### src/rtl/rfphoenix_fifo_pkg.sv
// Shared constants and helpers for the parameterised FIFO.
package rfphoenix_fifo_pkg;

  localparam int FIFO_REG  = 0;
  localparam int FIFO_FWFT = 1;

  // Ceiling log2, usable in parameter context; 1024 entries is the largest depth.
  function automatic int log2(input int value);
    int result;
    result = 0;
    for (int i = 0; i < 31; i++) begin
      if ((1 << i) < value) result = i + 1;
    end
    return result;
  endfunction

endpackage

### src/rtl/rfphoenix_fifo_ram.sv
// Simple dual-port storage: one synchronous write port, one asynchronous read port, no reset.
module rfphoenix_fifo_ram #(
  parameter int WID = 32,
  parameter int DEP = 16,
  parameter int AW  = 4
) (
  input  logic           clk,
  input  logic           we,
  input  logic [AW-1:0]  waddr,
  input  logic [WID-1:0] wdata,
  input  logic [AW-1:0]  raddr,
  output logic [WID-1:0] rdata
);

  logic [WID-1:0] mem_q [DEP];

  always_ff @(posedge clk) begin
    if (we) mem_q[waddr] <= wdata;
  end

  assign rdata = mem_q[raddr];

endmodule

### src/rtl/rfphoenix_param_fifo.sv
// Parameterised synchronous FIFO with registered-read or first-word-fall-through output.
module rfphoenix_param_fifo
  import rfphoenix_fifo_pkg::*;
#(
  parameter int WID   = 32,
  parameter int DEP   = 16,
  parameter int FWFT  = FIFO_REG,
  parameter int AFULL = DEP - 2
) (
  input  logic                 clk,
  input  logic                 rst,
  input  logic                 wr,
  input  logic [WID-1:0]       di,
  input  logic                 rd,
  output logic [WID-1:0]       dout,
  output logic                 valid,
  output logic [log2(DEP):0]   cnt,
  output logic                 empty,
  output logic                 full,
  output logic                 almost_full,
  output logic                 overflow,
  output logic                 underflow
);

  localparam int AW = log2(DEP);

  logic [AW:0]    wr_ptr_q, wr_ptr_d;
  logic [AW:0]    rd_ptr_q, rd_ptr_d;
  logic [AW:0]    cnt_q, cnt_d;
  logic           overflow_q, overflow_d;
  logic           underflow_q, underflow_d;
  logic           ra, wa;
  logic [WID-1:0] rdata;

  assign empty       = (cnt_q == '0);
  assign full        = (cnt_q == (AW+1)'(DEP));
  assign almost_full = (cnt_q >= (AW+1)'(AFULL));
  assign cnt         = cnt_q;
  assign overflow    = overflow_q;
  assign underflow   = underflow_q;

  // A pop frees a slot in the same cycle, so a full FIFO still takes a write alongside a read.
  always_comb begin
    ra          = rd & ~empty;
    wa          = wr & (~full | ra);
    wr_ptr_d    = wr_ptr_q;
    rd_ptr_d    = rd_ptr_q;
    cnt_d       = cnt_q;
    overflow_d  = wr & full & ~ra;
    underflow_d = rd & empty;
    if (wa) wr_ptr_d = wr_ptr_q + 1'b1;
    if (ra) rd_ptr_d = rd_ptr_q + 1'b1;
    if (wa && !ra)      cnt_d = cnt_q + 1'b1;
    else if (ra && !wa) cnt_d = cnt_q - 1'b1;
  end

  always_ff @(posedge clk or negedge rst) begin
    if (!rst) begin
      wr_ptr_q    <= '0;
      rd_ptr_q    <= '0;
      cnt_q       <= '0;
      overflow_q  <= 1'b0;
      underflow_q <= 1'b0;
    end else begin
      wr_ptr_q    <= wr_ptr_d;
      rd_ptr_q    <= rd_ptr_d;
      cnt_q       <= cnt_d;
      overflow_q  <= overflow_d;
      underflow_q <= underflow_d;
    end
  end

  rfphoenix_fifo_ram #(
    .WID (WID),
    .DEP (DEP),
    .AW  (AW)
  ) u_ram (
    .clk   (clk),
    .we    (wa),
    .waddr (wr_ptr_q[AW-1:0]),
    .wdata (di),
    .raddr (rd_ptr_q[AW-1:0]),
    .rdata (rdata)
  );

  generate
    if (FWFT == FIFO_FWFT) begin : g_fwft
      // Head entry shows through directly; forced to zero while nothing is held.
      assign dout  = empty ? '0 : rdata;
      assign valid = ~empty;
    end else begin : g_reg
      logic [WID-1:0] dout_q, dout_d;
      logic           valid_q, valid_d;

      always_comb begin
        dout_d  = dout_q;
        valid_d = ra;
        if (ra) dout_d = rdata;
      end

      always_ff @(posedge clk or negedge rst) begin
        if (!rst) begin
          dout_q  <= '0;
          valid_q <= 1'b0;
        end else begin
          dout_q  <= dout_d;
          valid_q <= valid_d;
        end
      end

      assign dout  = dout_q;
      assign valid = valid_q;
    end
  endgenerate

endmodule

### config.mk
export PLATFORM = sky130hd
export DESIGN_NAME = rfphoenix_param_fifo
export DESIGN_NICKNAME = d
export VERILOG_FILES = /design/src/rtl/rfphoenix_fifo_pkg.sv /design/src/rtl/rfphoenix_fifo_ram.sv /design/src/rtl/rfphoenix_param_fifo.sv
export SDC_FILE = /design/constraint.sdc
export NUM_CORES = 1
export LEC_CHECK = 0
export CAP_MARGIN = 20
export CORE_MARGIN = 2
export CORE_UTILIZATION = 40
export CTS_CLUSTER_DIAMETER = 120
export DETAILED_ROUTE_END_ITERATION = 8
export GPL_ROUTABILITY_DRIVEN = 0
export GPL_TIMING_DRIVEN = 0
export SKIP_CTS_REPAIR_TIMING = 1
export SKIP_LAST_GASP = 1
export SYNTH_ARGS = -nofsm -noshare
export SYNTH_HDL_FRONTEND = slang
export SYNTH_SLANG_ARGS = --single-unit
### constraint.sdc
create_clock -name clk -period 4.3 [get_ports clk]
set_clock_uncertainty 0.1 [all_clocks]
set_input_delay 0.645 -clock clk [delete_from_list [all_inputs] [get_ports clk]]
set_output_delay 0.645 -clock clk [all_outputs]
set_load 0.02 [all_outputs]
== Word-level counts from Yosys, hierarchy flattened ==
Memory sizes are Yosys's and may differ from the RTL's. A register that Yosys moved wholly into a read port is not among the register bits.
Index checks and enable logic that the tools add are counted.

* Flip-flop bits (word level): 18
* Memory bits (writable): 512
* Memories kept: 1

* Add/sub/neg operators: 4
* Magnitude comparators: 1
* Equality and inequality tests: 1
* Mux-type cells: 4
* Bitwise operators: 9
* Reductions and logical operators: 7

{| class="wikitable"
|+ Memories
! name !! words !! width !! read ports !! clocked after memory_dff !! write ports !! line !! source
|-
| u_ram.mem_q || 16 || 32 || 1 || 1 || 1 || rfphoenix_fifo_ram.sv:15 || <nowiki>logic [WID-1:0] mem_q [DEP];</nowiki>
|}

{| class="wikitable"
|+ Operators by type and width
! cell !! number
|-
| $add 5x1->5 const B || 3
|-
| $mux 5 || 2
|-
| $and 1x1->1 || 5
|-
| $eq 5x5->1 const B || 1
|-
| $ge 5x4->1 const B || 1
|-
| $logic_not 5->1 || 1
|-
| $sub 5x1->5 const B || 1
|-
| $logic_not 1->1 || 3
|-
| $not 1->1 || 3
|-
| $logic_and 1x1->1 || 2
|-
| $mux 1 || 2
|-
| $reduce_bool 2->1 || 1
|-
| $or 1x1->1 || 1
|}

== Logic depth before layout (Yosys ltp) ==
Gate-level depths: netlist of the first run.

* Depth after elaboration: 9
* Mapped depth: 12
* Depth with buffers taken out: 10

== By module ==
Synthesis of the first run repeated with hierarchy kept, for this count alone.

* Cells, all modules: 954
* Area total of the unflattened synthesis: 21,287.9 um^2

{| class="wikitable"
|+ By module, submodules not included
! module !! instances !! cells each !! area an instance (um^2) !! seq. area each (um^2)
|-
| rfphoenix_fifo_ram || 1 || 806 || 19,213.4 || 15,374.7
|-
| rfphoenix_param_fifo || 1 || 148 || 2,074.5 || 1,201.2
|}

== Worst setup path before layout of the first run ==
OpenSTA, ideal clock, no wires.

* Path kind: flip-flop to flip-flop
* Start: reg cnt_q[0] (netlist: cnt[0])
* End: mem u_ram.mem_q[0][0], enable pin
* Library setup time: 461 ps
* Arrival: 3,421 ps
* Required time: 3,739 ps
* Setup slack: 318 ps
* Stages on the path, launching flop included: 7
* Buffers on the path: 2
* Clock period less this slack: 3,982 ps
* Cells stage by stage: dfrtp_1 or3_1 buf_6 o31a_1 buf_2 nand2_1 nor3_1

* Cells in the longest elaborated chain, start to end: 7
* Elaborated cells on any way between the ends: 9

{| class="wikitable"
|+ RTL lines
! what !! line !! source
|-
| start: declaration || rfphoenix_param_fifo.sv:29 || <nowiki>logic [AW:0] cnt_q, cnt_d;</nowiki>
|-
| start signal: assignment || rfphoenix_param_fifo.sv:67 || <nowiki>cnt_q <= cnt_d;</nowiki>
|-
| $logic_not 5->1 || rfphoenix_param_fifo.sv:35 || <nowiki>assign empty = (cnt_q == '0);</nowiki>
|-
| $not 1->1 || rfphoenix_param_fifo.sv:44 || <nowiki>ra = rd & ~empty;</nowiki>
|-
| $and 1x1->1 || rfphoenix_param_fifo.sv:44 ||
|-
| $or 1x1->1 * || rfphoenix_param_fifo.sv:45 || <nowiki>wa = wr & (~full | ra);</nowiki>
|-
| $and 1x1->1 * || rfphoenix_param_fifo.sv:45 ||
|-
| named net u_ram.we || rfphoenix_fifo_ram.sv:8 || <nowiki>input logic we,</nowiki>
|-
| $mux 1 * || rfphoenix_fifo_ram.sv:18 || <nowiki>if (we) mem_q[waddr] <= wdata;</nowiki>
|-
| $mux 1 (implied by the code) * || rfphoenix_fifo_ram.sv:18 ||
|-
| end: declaration || rfphoenix_fifo_ram.sv:15 ||
|}

Mark *: on every way through the listed nets, which the timed path passes. The rest lies on a longest branch.

== Worst setup path after layout of the first run ==
* Start: reg cnt_q[0] (netlist: cnt[0])
* End: reg cnt_q[4] (netlist: cnt[4])

* Cells in the longest elaborated chain, start to end: 8
* Elaborated cells on any way between the ends: 16

{| class="wikitable"
|+ RTL lines
! what !! line !! source
|-
| $logic_not 5->1 || rfphoenix_param_fifo.sv:35 ||
|-
| $not 1->1 || rfphoenix_param_fifo.sv:44 ||
|-
| $and 1x1->1 || rfphoenix_param_fifo.sv:44 ||
|-
| $or 1x1->1 || rfphoenix_param_fifo.sv:45 ||
|-
| $and 1x1->1 || rfphoenix_param_fifo.sv:45 ||
|-
| $logic_not 1->1 || rfphoenix_param_fifo.sv:54 || <nowiki>else if (ra && !wa) cnt_d = cnt_q - 1'b1;</nowiki>
|-
| $logic_and 1x1->1 || rfphoenix_param_fifo.sv:54 ||
|-
| $reduce_bool 2->1 (no source line) || n/a ||
|}

Parallel ways exist; a longest one is shown, timed or not. The select of a mux whose other input is x is not followed.
A chain may end at the register's enable or synchronous reset.

==> results of run 1 <==
==> worst min path at each step <==
| stage | endpoint | slack, ns | startpoint |
|---|---|---|---|
| floorplan | cnt[0] | 0.25 | rst |
| global placement | dout[22] | 0.38 | dout[22] |
| detailed placement | dout[25] | 0.39 | dout[25] |
| CTS | dout[16] | 0.07 | rst |
| global route | cnt[2] | 0.09 | rst |
| finish | cnt[2] | 0.07 | rst |
==> cell families after synthesis <==
kind of cell | share of synthesized area (%)
xor+xnor | 0.408
fa+ha+maj | 0.617
simple gates | 1.44
flops | 77.1
buf+inv | 1.56
mux | 16.3
compound gates | 2.52
==> per-layer routing <==
metal | vias to the layer above | part of all wire, % | routed length, µm | track usage, %
met2 | 294 | 48 | 23200 | 28.3
li1 | 4307 | - | - | -
met1 | 5472 | 45 | 21800 | 25.1
met5 | - | 0.019 | 9 | 0
met4 | 2 | 1.8 | 854 | 4.13
met3 | 63 | 5.6 | 2710 | 3.30
==> flip-flops by register name, indices dropped and copies added, names as in the netlist <==
register / cells
overflow: 1
valid: 1
dout: 32
u_ram.mem_q: 512
rd_ptr_q: 4
wr_ptr_q: 4
cnt: 5
underflow: 1
==> placed cells by master (no fill, tap or decap), types with 5 or more instances in the layout <==
master | Yosys | layout
sky130_fd_sc_hd__buf_1 | 8 | 8
sky130_fd_sc_hd__clkinv_1 | 0 | 10
sky130_fd_sc_hd__buf_2 | 19 | 19
sky130_fd_sc_hd__mux2i_1 | 57 | 57
sky130_fd_sc_hd__clkbuf_1 | 8 | 23
sky130_fd_sc_hd__buf_4 | 12 | 15
sky130_fd_sc_hd__nor2_4 | 0 | 12
sky130_fd_sc_hd__buf_12 | 3 | 15
sky130_fd_sc_hd__clkbuf_16 | 0 | 59
sky130_fd_sc_hd__o221ai_1 | 8 | 8
sky130_fd_sc_hd__dfrtp_1 | 48 | 48
sky130_fd_sc_hd__nand2_1 | 39 | 39
sky130_fd_sc_hd__buf_6 | 1 | 13
sky130_fd_sc_hd__edfxtp_1 | 512 | 512
sky130_fd_sc_hd__o221ai_2 | 20 | 20
sky130_fd_sc_hd__clkdlybuf4s50_1 | 0 | 77
sky130_fd_sc_hd__mux2_2 | 5 | 5
sky130_fd_sc_hd__xnor2_1 | 9 | 9
sky130_fd_sc_hd__a21oi_1 | 6 | 6
sky130_fd_sc_hd__ha_1 | 9 | 9
sky130_fd_sc_hd__clkinv_2 | 0 | 16
sky130_fd_sc_hd__o22ai_1 | 8 | 8
sky130_fd_sc_hd__mux4_2 | 128 | 128
==> area by class of cell <==
class / count / area share (%)
Buffer: 51 / 1.25
Clock buffer: 78 / 6.25
Clock inverter: 30 / 0.679
Inverter: 5 / 0.0738
Multi-Input combinational cell: 332 / 18.5
Sequential cell: 560 / 65.2
Tap cell: 688 / 3.39
Timing Repair Buffer: 106 / 4.71
==> power by group <==
group | internal (W) | switching, W | leakage (nW)
sequential | 0.00666 | 0.000298 | 5.21
clock | 0.00264 | 0.00202 | 0.875
combinational | 0.00237 | 0.00280 | 2.22
==> through the flow <==
step | worst slack [ns] | power [W]
2_1_floorplan | 0.318 | 0.0104
3_3_place_gp | -3.17 | 0.0121
3_5_place_dp | 0.701 | 0.0123
4_1_cts | 0.941 | 0.0170
5_1_grt | 0.784 | 0.0175
6_report | 0.961 | 0.0168
==> critical path, stage by stage, from the launching register on <==
cell                      delay, ns
sky130_fd_sc_hd__dfrtp_1       0.44
sky130_fd_sc_hd__or3_1         0.41
sky130_fd_sc_hd__buf_6         0.15
sky130_fd_sc_hd__o31a_4        0.32
sky130_fd_sc_hd__inv_2         0.12
sky130_fd_sc_hd__buf_4         0.26
sky130_fd_sc_hd__ha_1          0.20
sky130_fd_sc_hd__inv_1         0.10
sky130_fd_sc_hd__fa_1          0.42
sky130_fd_sc_hd__a21o_1        0.17
sky130_fd_sc_hd__a21oi_1       0.17
sky130_fd_sc_hd__mux2i_1       0.25
sky130_fd_sc_hd__xnor2_1       0.14
==> results, run 1 <==
- The clock latency reported for the late side of the worst-skew pair is 0.59 ns.
- The startpoint type of the worst setup path is a register.
- In this run the worst path has a maximum fanout of 10.
- Counting the buffers created by CTS gives 57.
- The flow ran to the end, and the final reports show no timing, DRC or antenna violations.
- The number of global-route vias before repair is 10500.
- After the last flow step, the layout net total stands at 1159.
- Of all cell types, the one taking the most synthesized area is sky130_fd_sc_hd__edfxtp_1.
- The standard-cell row count is 84.
- Synthesis produced a netlist whose cell count is 948.
- The multi-input combinational cell area is 0.00469 mm².
- The placeable core area is 0.0529 mm².
- The final critical path takes up 77.6% of the cycle.
- The total overflow left after global routing is 0.
- The total instance count after detailed placement is 1741.
- The final worst hold slack is 0.0657 ns.
- The first TritonRoute pass finished after 7 iterations.
- Static timing analysis puts the maximum clock frequency at 299 MHz.
- STA puts the critical path data arrival time at 3.75 ns.
- The initial utilization of the core area, before any placement, comes to 40.7%.
- The worst reg-to-reg path cell count is 12.
- For this run, the register share of the synthesized area comes to 77.1%.
- After detailed routing, the average wire length per cell comes to 26.2 µm.
- At the worst endpoint, the required time is 4.71 ns.
- For this run, the total global-route usage over all layers was measured as 17.6%.
- Setup repair after global routing left no endpoint under its margin.
- The most used flip-flop cell after synthesis is sky130_fd_sc_hd__edfxtp_1.
- The beginning of the critical path is cnt[0].
- The vertical extent of the die is 236 µm.
- The time the final worst path needs with I/O delays and setup is 3.34 ns.
- The worst setup path category is reg2reg.
- The count of yosys warnings during synthesis is 0.
- Detailed routing inserted a total of 10100 vias.
- The commonest cells after synthesis are sky130_fd_sc_hd__edfxtp_1, sky130_fd_sc_hd__mux4_2, sky130_fd_sc_hd__mux2i_1.
- The worst register-to-register path begins at cnt[0].
- Measured on the finished design, the core utilization comes to 48.1%.
- The maximum clock insertion buffer count is 3.
- Using the TritonRoute via totals, the vias-per-cell ratio works out to 5.48.
- The CTS H-tree depth is 2.
- The worst voltage drop across the vdd grid is 0.317 mV.
- The area taken by flip-flops and latches is 0.0166 mm².
- The cell sitting at the root of the clock tree is a sky130_fd_sc_hd__clkbuf_16.
- The initial DRC count is 874.
- The power density of the placed cells is 661 mW/mm².
- In this run the static leakage power is 8.30 nW.
- The path category of the worst min-delay check is in2async.
- Port buffering added 78 buffers.
- The critical register-to-register path endpoint is cnt[4].
- The count of pins over their slew limit is 0.
- The layout has 4248 filler cells.
- Of the cells placed in the final design, the portion with a size suffix greater than 1 is 27.8%.
- The number of antenna diodes in the final layout is 0.
- The die covers 0.0556 mm².
- The number of antenna violations at the first check in global routing was 1.
- Among all cell types in the netlist, the one instantiated most often is sky130_fd_sc_hd__edfxtp_1.
- After detailed placement, the total cell area comes to 0.0236 mm².
- The synthesized area per cell is 22.7 µm².
- The number of enable-type register cells in the synthesized netlist is 512.
- The area growth from synthesis to final layout is 18.3%.
- The async set-or-reset flop fraction in the synthesized netlist is 8.57%.
- In this run, distinct cell masters in the synthesized netlist total 38.
- The number of nets produced by synthesis is 994.
- The count of nets left with antenna violations once routing finished came out at 0.
- In this run the tightest slew margin relative to its limit is 31.9%.
- The kind of end point of the critical path is a register.
- The number of flip-flops and latches in the synthesized netlist is 560.
- The clock drives 560 sinks.
- After detailed routing, the total wire length is 48600 µm.
- The global-route wire length before repair is 71300 µm.
- The transition at the pin with the smallest max-transition slack is 1.02 ns.
- The total non-filler cell area in the finished layout is 0.0254 mm².
- Of the post-synthesis cell area, the dominant cell type holds 71.5%.
- The TritonCTS clock tree is yes.
- The minimum setup slack among reg-to-reg paths is 0.96 ns.
- The pin count of the biggest net entering global routing is 49.
- The synthesized netlist occupies a cell area of 0.0215 mm².
- The final hold violation count was 0.
- The clock-pin slew on the worst setup and hold paths is 0.06 ns.
- Detailed placement ended at an HPWL of 30200 µm.
- The count of boundary I/O pins is 79.
- The destination of the critical timing path is cnt[4].
- The final routed DRC violation total is 0.
- The number of setup violations in the final report is 0.
- The count of placed standard cells in the final layout, fillers left out is 1850.
- By area the synthesized netlist is led by sky130_fd_sc_hd__edfxtp_1, sky130_fd_sc_hd__mux4_2, sky130_fd_sc_hd__dfrtp_1, sky130_fd_sc_hd__mux2i_1, sky130_fd_sc_hd__o221ai_2.
- Max-cap violations in this run came to 0.
- The summed negative setup slack over all endpoints is 0 ns.
- The die width is 236 µm.
(Power assumes the default switching activity.)
==> run 2: changes to the inputs <==
==> constraint.sdc (replaced) <==
create_clock -name clk -period 3 [get_ports clk]
set_clock_uncertainty 0.1 [all_clocks]
set_input_delay 0.45 -clock clk [delete_from_list [all_inputs] [get_ports clk]]
set_output_delay 0.45 -clock clk [all_outputs]
set_load 0.02 [all_outputs]
==> results, run 2 (synthesis gave the netlist of run 1 again) <==
- The layout filler cell count is 4263.
- The iteration count of the initial detailed-routing pass is 5.
- The flow ran to the end, but the final reports show violations.
- The final reports fail on negative setup slack.
- The number of buffers added by the clock tree synthesis step is 56.
- The routed wire length per instance is 26.1 µm.
- The share of the core filled with cells in the final layout is 48.6%.
- The critical path data required time is 3.41 ns.
- For the worst-skew pair, the clock arrives at the later sink with an insertion delay of 0.59 ns.
- Summed over all cells, the static leakage comes to 8.38 nW.
- The final route contains 10000 vias.
- The path category of the worst min-delay check is in2reg.
- The power density of the placed cells is 957 mW/mm².
- The die is 236 µm wide.
- Setup violations remaining at the end of the flow were counted as 1.
- The top register by number of flip-flops is u_ram.mem_q.
- The longest clock path from root to sink contains 3 buffers.
- After clock tree synthesis, the clock-pin slew on the worst setup and hold paths is 0.06 ns.
- The total non-filler cell area in the finished layout is 0.0257 mm².
- The die outline area is 0.0556 mm².
- The CTS H-tree depth is 2.
- The count of pins over their slew limit is 0.
- The smallest clock period supported by the final layout is computed as 3.03 ns.
- The clock root buffer master is sky130_fd_sc_hd__clkbuf_16.
- The global route total overflow is 0.
- The worst setup path is captured at a register.
- The number of global-route vias before repair is 10500.
- The final layout contains routed wiring with a total length of 48200 µm.
- In this run the worst path has a maximum fanout of 6.
- Across the run, the number of max-cap violations was 0.
- Across the VDD grid, the largest voltage drop is 0.451 mV.
- In the post-route analysis, the smallest setup slack over all paths is -0.0259 ns.
- For this run, the top clock speed supported by timing is 330 MHz.
- The pin count of the biggest net entering global routing is 49.
- The register with the most flip-flops in the layout has 512 of them.
- The TritonCTS clock tree is yes.
- The worst setup path category is reg2reg.
- The remaining antenna violation count is 0.
- The number of antenna violations at the first check in global routing is 1.
- Dividing the detail-routed via count by the number of cells gives 5.43.
- The summed negative setup slack over all endpoints is -0.0259 ns.
- The placeable core area is 0.0529 mm².
- Setup repair after global routing could not meet its margin everywhere.
- The count of boundary I/O pins is 79.
- The number of clock sinks is 560.
- The global-route wire length before repair is 70900 µm.
- The share of the clock period used by the worst path is 101%.
- In the final layout, the share of cells above drive strength 1 is 28.1%.
- In this run the vertical extent of the chip is 236 µm.
- The area growth from synthesis to final layout is 19.6%.
- The transition at the pin with the smallest max-transition slack is 1.09 ns.
- The standard-cell row count is 84.
- The total track usage is 17.6%.
- After detailed routing, the number of remaining DRC violations is 0.
- Detailed placement ended at an HPWL of 30200 µm.
- At the end of the flow, the number of nets in the layout was 1161.
- The most frequent standard cell in the layout excluding fill and tap cells is sky130_fd_sc_hd__edfxtp_1.
- The count of buffers from port buffering is 78.
- The headroom to the max-slew limit is 27.5%.
- STA classifies the critical path startpoint as a register.
- In the layout the commonest cells are sky130_fd_sc_hd__edfxtp_1, sky130_fd_sc_hd__mux4_2, sky130_fd_sc_hd__clkdlybuf4s50_1.
- After detailed placement, the total cell area comes to 0.0237 mm².
- The number of antenna diodes in the final layout is 0.
- The initial DRC count is 852.
- The initial utilization of the core area, before any placement, comes to 40.7%.
- The final hold violation count is 0.
- At the worst endpoint, the arrival time is 3.43 ns.
run 2: changes by cell type in the layout (fill, tap and decap cells not counted), moves of 5 or more:
| cell | before | now |
|---|---|---|
| sky130_fd_sc_hd__buf_16 | 0 | 7 |
| sky130_fd_sc_hd__buf_4 | 15 | 20 |
| sky130_fd_sc_hd__buf_6 | 13 | 1 |
| sky130_fd_sc_hd__buf_8 | 2 | 7 |
| sky130_fd_sc_hd__bufinv_16 | 1 | 7 |
| sky130_fd_sc_hd__clkinv_2 | 16 | 4 |
run 2: worst max-delay path: stages, from the launching register on:
cell                      delay (ns)
sky130_fd_sc_hd__dfrtp_1        0.43
sky130_fd_sc_hd__or3_1          0.40
sky130_fd_sc_hd__buf_6          0.14
sky130_fd_sc_hd__o31a_4         0.40
sky130_fd_sc_hd__inv_6          0.10
sky130_fd_sc_hd__buf_12         0.12
sky130_fd_sc_hd__ha_4           0.12
sky130_fd_sc_hd__inv_2          0.06
sky130_fd_sc_hd__fa_2           0.39
sky130_fd_sc_hd__a21o_1         0.17
sky130_fd_sc_hd__a21oi_2        0.14
sky130_fd_sc_hd__mux2i_1        0.23
sky130_fd_sc_hd__xnor2_1        0.14
run 2: final timing paths:
| check | start | endpoint | slack, ns | cells after the start |
|---|---|---|---|---|
| max in group asynchronous | rst | cnt[0] | 1.78 | 2 |
| max reg2reg | cnt[3] | cnt[4] | -0.03 | 12 |
| min | wr | overflow | 0.34 | 3 |
| max | cnt[3] | cnt[4] | -0.03 | 12 |
| min reg2reg | dout[22] | dout[22] | 0.40 | 2 |
| min in group asynchronous | rst | dout[11] | 0.41 | 2 |
run 2: power breakdown:
part | internal [W] | leakage, nW | total [W] | switching, W
registers | 0.00955 | 5.21 | 0.00996 | 0.000415
logic | 0.00347 | 2.28 | 0.00754 | 0.00407
clock network | 0.00424 | 0.897 | 0.00709 | 0.00285
run 2: per-stage QoR:
| step | worst slack (ns) | std cells | hold WS [ns] | power [W] |
|---|---|---|---|---|
| 4_1_cts | -0.334 | 1839 | -0.124 | 0.0248 |
| 3_3_place_gp | -2.37 | 1714 | 0.374 | 0.0174 |
| 2_1_floorplan | -0.125 | 948 | 0.0544 | 0.0149 |
| 5_1_grt | -0.138 | 1849 | 0.337 | 0.0257 |
| 6_report | -0.0259 | 1849 | 0.340 | 0.0246 |
| 3_5_place_dp | -0.319 | 1735 | 0.379 | 0.0177 |
run 2: layout make-up:
type	count	area (µm²)	area share [%]
sequential	560	16600	64.5
multi-input combinational	332	4740	18.4
timing repair buffer	109	1310	5.08
tap	688	861	3.35
clock buffer	82	1580	6.15
clock inverter	22	292	1.13
buffer	51	329	1.28
inverter	5	23.8	0.0925
run 2: routing by layer:
metal | up-vias | track usage (%) | share of wire (%)
met3 | 72 | 2.87 | 4.7
met4 | 2 | 5.08 | 2.0
li1 | 4309 | - | -
met2 | 254 | 29.3 | 50
met5 | - | 0 | 0.033
met1 | 5399 | 24.0 | 44
==> run 3: changes to the inputs <==
--- a/config.mk
+++ b/config.mk
@@ -7,11 +7,12 @@
 export LEC_CHECK = 0
 export CAP_MARGIN = 20
 export CORE_MARGIN = 2
-export CORE_UTILIZATION = 40
+export CORE_UTILIZATION = 50
 export CTS_CLUSTER_DIAMETER = 120
 export DETAILED_ROUTE_END_ITERATION = 8
 export GPL_ROUTABILITY_DRIVEN = 0
 export GPL_TIMING_DRIVEN = 0
+export PLACE_DENSITY = 0.7
 export SKIP_CTS_REPAIR_TIMING = 1
 export SKIP_LAST_GASP = 1
 export SYNTH_ARGS = -nofsm -noshare
==> results, run 3 (synthesis gave the netlist of run 1 again) <==
- The initial DRC count is 1066.
- Once placement finished, the instance area stood at 0.0236 mm².
- In the final timing run, aggregate negative setup slack is 0 ns.
- Once detail routing completed, the nets flagged for antenna violations numbered 0.
- The register with the most flip-flops in the layout has 512 of them.
- The library cells used most frequently in the layout, excluding fill and tap cells, are sky130_fd_sc_hd__edfxtp_1, sky130_fd_sc_hd__mux4_2, sky130_fd_sc_hd__clkdlybuf4s50_1.
- The total number of vias is 10300.
- The pre-antenna-repair detailed-routing pass consisted of 5 iterations.
- The power density of the placed cells is 972 mW/mm².
- The worst-case IR drop observed on VDD is 0.566 mV.
- Traced cell by cell, the critical path runs through or3_4 -> buf_6 -> nor3_1 -> clkdlybuf4s50_1.
- Counting the fill cells in the layout gives 2960.
- After detailed routing, the wire length on met1 is 20000 µm.
- The final worst hold slack is 0.357 ns.
- The number of clock sinks is 560.
- The clock root buffer master is sky130_fd_sc_hd__clkbuf_16.
- The number of cells on the worst reg-to-reg path is 12.
- The count of boundary I/O pins is 79.
- Entering global routing, the biggest net connects 49 pins.
- The area growth from synthesis to final layout is 19.2%.
- The minimum setup slack among reg-to-reg paths is 0.01 ns.
- In this run the most critical hold path is launched from wr.
- Registers take 0.0166 mm².
- Leaving out fill and tap cells, the most frequent cell in the layout is sky130_fd_sc_hd__edfxtp_1.
- The number of buffers added by the clock tree synthesis step is 55.
- The sum of buffers and inverters on the critical path is 2.
- Setup violations remaining at the end of the flow were counted as 0.
- Setup repair after global routing could not meet its margin everywhere.
- The TritonCTS clock tree is yes.
- The destination of the critical timing path is empty.
- The time the final worst path needs with I/O delays and setup is 3.00 ns.
- The H-tree generated during clock tree synthesis spans 2 levels.
- The first global-routing pass estimated 70800 µm of wire.
- In the detailed route, the total length drawn on met2 is 24600 µm.
- The worst register-to-register path begins at cnt[3].
- The critical path data required time is 2.45 ns.
- The die is 211 µm wide.
- The slowest stage of the critical path is the sky130_fd_sc_hd__clkdlybuf4s50_1 cell.
- The beginning of the critical path is cnt[3].
- The placed wire-length estimate after detailed placement is 29100 µm.
- The number of antenna diodes in the final layout is 0.
- Global routing finished with a remaining overflow of 0.
- Summing all non-filler instances in the final layout gives an area of 0.0256 mm².
- The floorplan step set the die height to 211 µm.
- The via-per-instance ratio is 6.07.
- The final routed DRC violation total is 0.
- The leakage dissipation is 8.46 nW.
- The final layout contains routed wiring with a total length of 48600 µm.
- The clock latency reported for the late side of the worst-skew pair is 0.59 ns.
- The final setup slack of the worst path is 0.00218 ns.
- The number of global-route vias before repair was 10500.
- After detailed routing, the average wire length per cell comes to 28.6 µm.
- The number of antenna violations at the first check in global routing is 2.
- Counting buffers and inverters, the worst setup path is 4 cells deep.
- The maximum clock rate is 334 MHz.
- The worst path uses 99.9% of the clock period.
- The flow ran to the end, and the final reports show no timing, DRC or antenna violations.
- No sink is reached through more buffers than the 3 on the longest clock path.
- In the final design database the tool counted 1162 nets.
- The standard-cell row count is 75.
- The total track usage is 22.4%.
- The worst setup path is launched from a register.
- The kind of cell adding the most delay to the critical path is buffers and inverters.
- The critical path is of the reg2out type.
- The transition at the pin with the smallest max-transition slack is 1.17 ns.
- The multi-input combinational cell area is 0.00473 mm².
- Ranked by flip-flop count, first place goes to u_ram.mem_q.
- The final total power is 0.0249 W.
- The final hold violation count is 0.
- For this configuration, the core starts out at a cell density of 50.9%.
- The die outline area is 0.0447 mm².
- Across the run, the number of max-cap violations was 0.
- In this run the critical register-to-register path is captured at cnt[4].
- The placeable core area is 0.0422 mm².
- The count of pins over their slew limit is 0.
- The headroom to the max-slew limit is 21.9%.
- Buffers placed on the I/O ports in this run total 78.
- The worst hold path belongs to the class in2reg.
- The uppermost signal routing layer after detailed routing is met5.
- Timing analysis after detailed placement gives a worst setup slack of -0.369 ns.
- The clock-pin slew on the worst setup and hold paths is 0.06 ns.
- The largest fanout on the critical path is 6.
- The worst setup path is captured at an output pin.
- For the worst setup path, the data arrival time is 2.45 ns.
- Of the cells placed in the final design, the portion with a size suffix greater than 1 is 29.2%.
- The met3 wirelength from detailed routing is 3020 µm.
- The largest single stage delay on the critical path is 0.70 ns.
-- run 3: cell count changes in the layout (fill, tap and decap cells not counted), moves of 2 or more --
cell                         delta
sky130_fd_sc_hd__buf_12         +3
sky130_fd_sc_hd__buf_4          +2
sky130_fd_sc_hd__buf_8          -4
sky130_fd_sc_hd__bufinv_16      +4
sky130_fd_sc_hd__clkbuf_1      -13
sky130_fd_sc_hd__clkbuf_16      -2
sky130_fd_sc_hd__clkinv_1       +2
sky130_fd_sc_hd__clkinv_2       +7
sky130_fd_sc_hd__clkinvlp_4     -3
-- run 3: how the worst min path moves through the flow --
| stage | end | depth (start not counted) | slack [ns] |
|---|---|---|---|
| 2_1_floorplan | cnt[0] | 0 | 0.05 |
| 3_3_place_gp | dout[22] | 2 | 0.38 |
| 3_5_place_dp | dout[24] | 2 | 0.38 |
| 4_1_cts | dout[11] | 1 | -0.12 |
| 5_1_grt | overflow | 3 | 0.36 |
| 6_report | overflow | 3 | 0.36 |
-- run 3: routing by layer --
metal  global-route usage (%)  vias up
li1                         -     4317
met5                        0        -
met3                     3.17       70
met4                     6.02        4
met1                     31.2     5546
met2                     37.8      374
-- run 3: layout make-up --
class,instances,share of cell area [%]
flip-flops and latches,560,64.7
multi-input cells,332,18.5
clock buffers,68,5.83
repair buffers,111,5.26
well taps,539,2.63
clock inverters,34,1.75
plain buffers,51,1.28
inverters,5,0.0928
-- run 3: per-stage QoR --
stage	utilization, %	cells
6_report	60.7	1700
5_1_grt	60.7	1700
4_1_cts	60.4	1689
3_5_place_dp	55.8	1587
3_3_place_gp	54.4	1565
2_1_floorplan	-	948
-- run 3: report_power, final --
group / switching [W] / total (W) / internal, W
Clock: 0.00287 / 0.00735 / 0.00447
Combinational: 0.00413 / 0.00761 / 0.00348
Sequential: 0.000408 / 0.00996 / 0.00955
Total: 0.00741 / 0.0249 / 0.0175
-- run 3: worst register-to-register path: cells and delay by family (launching register included) --
kind            cells  cell delay [ns]
simple gates        1             0.37
flops               1             0.43
compound gates      3             0.69
fa+ha+maj           2             0.53
mux                 1             0.23
buf+inv             4             0.43
xor+xnor            1             0.09
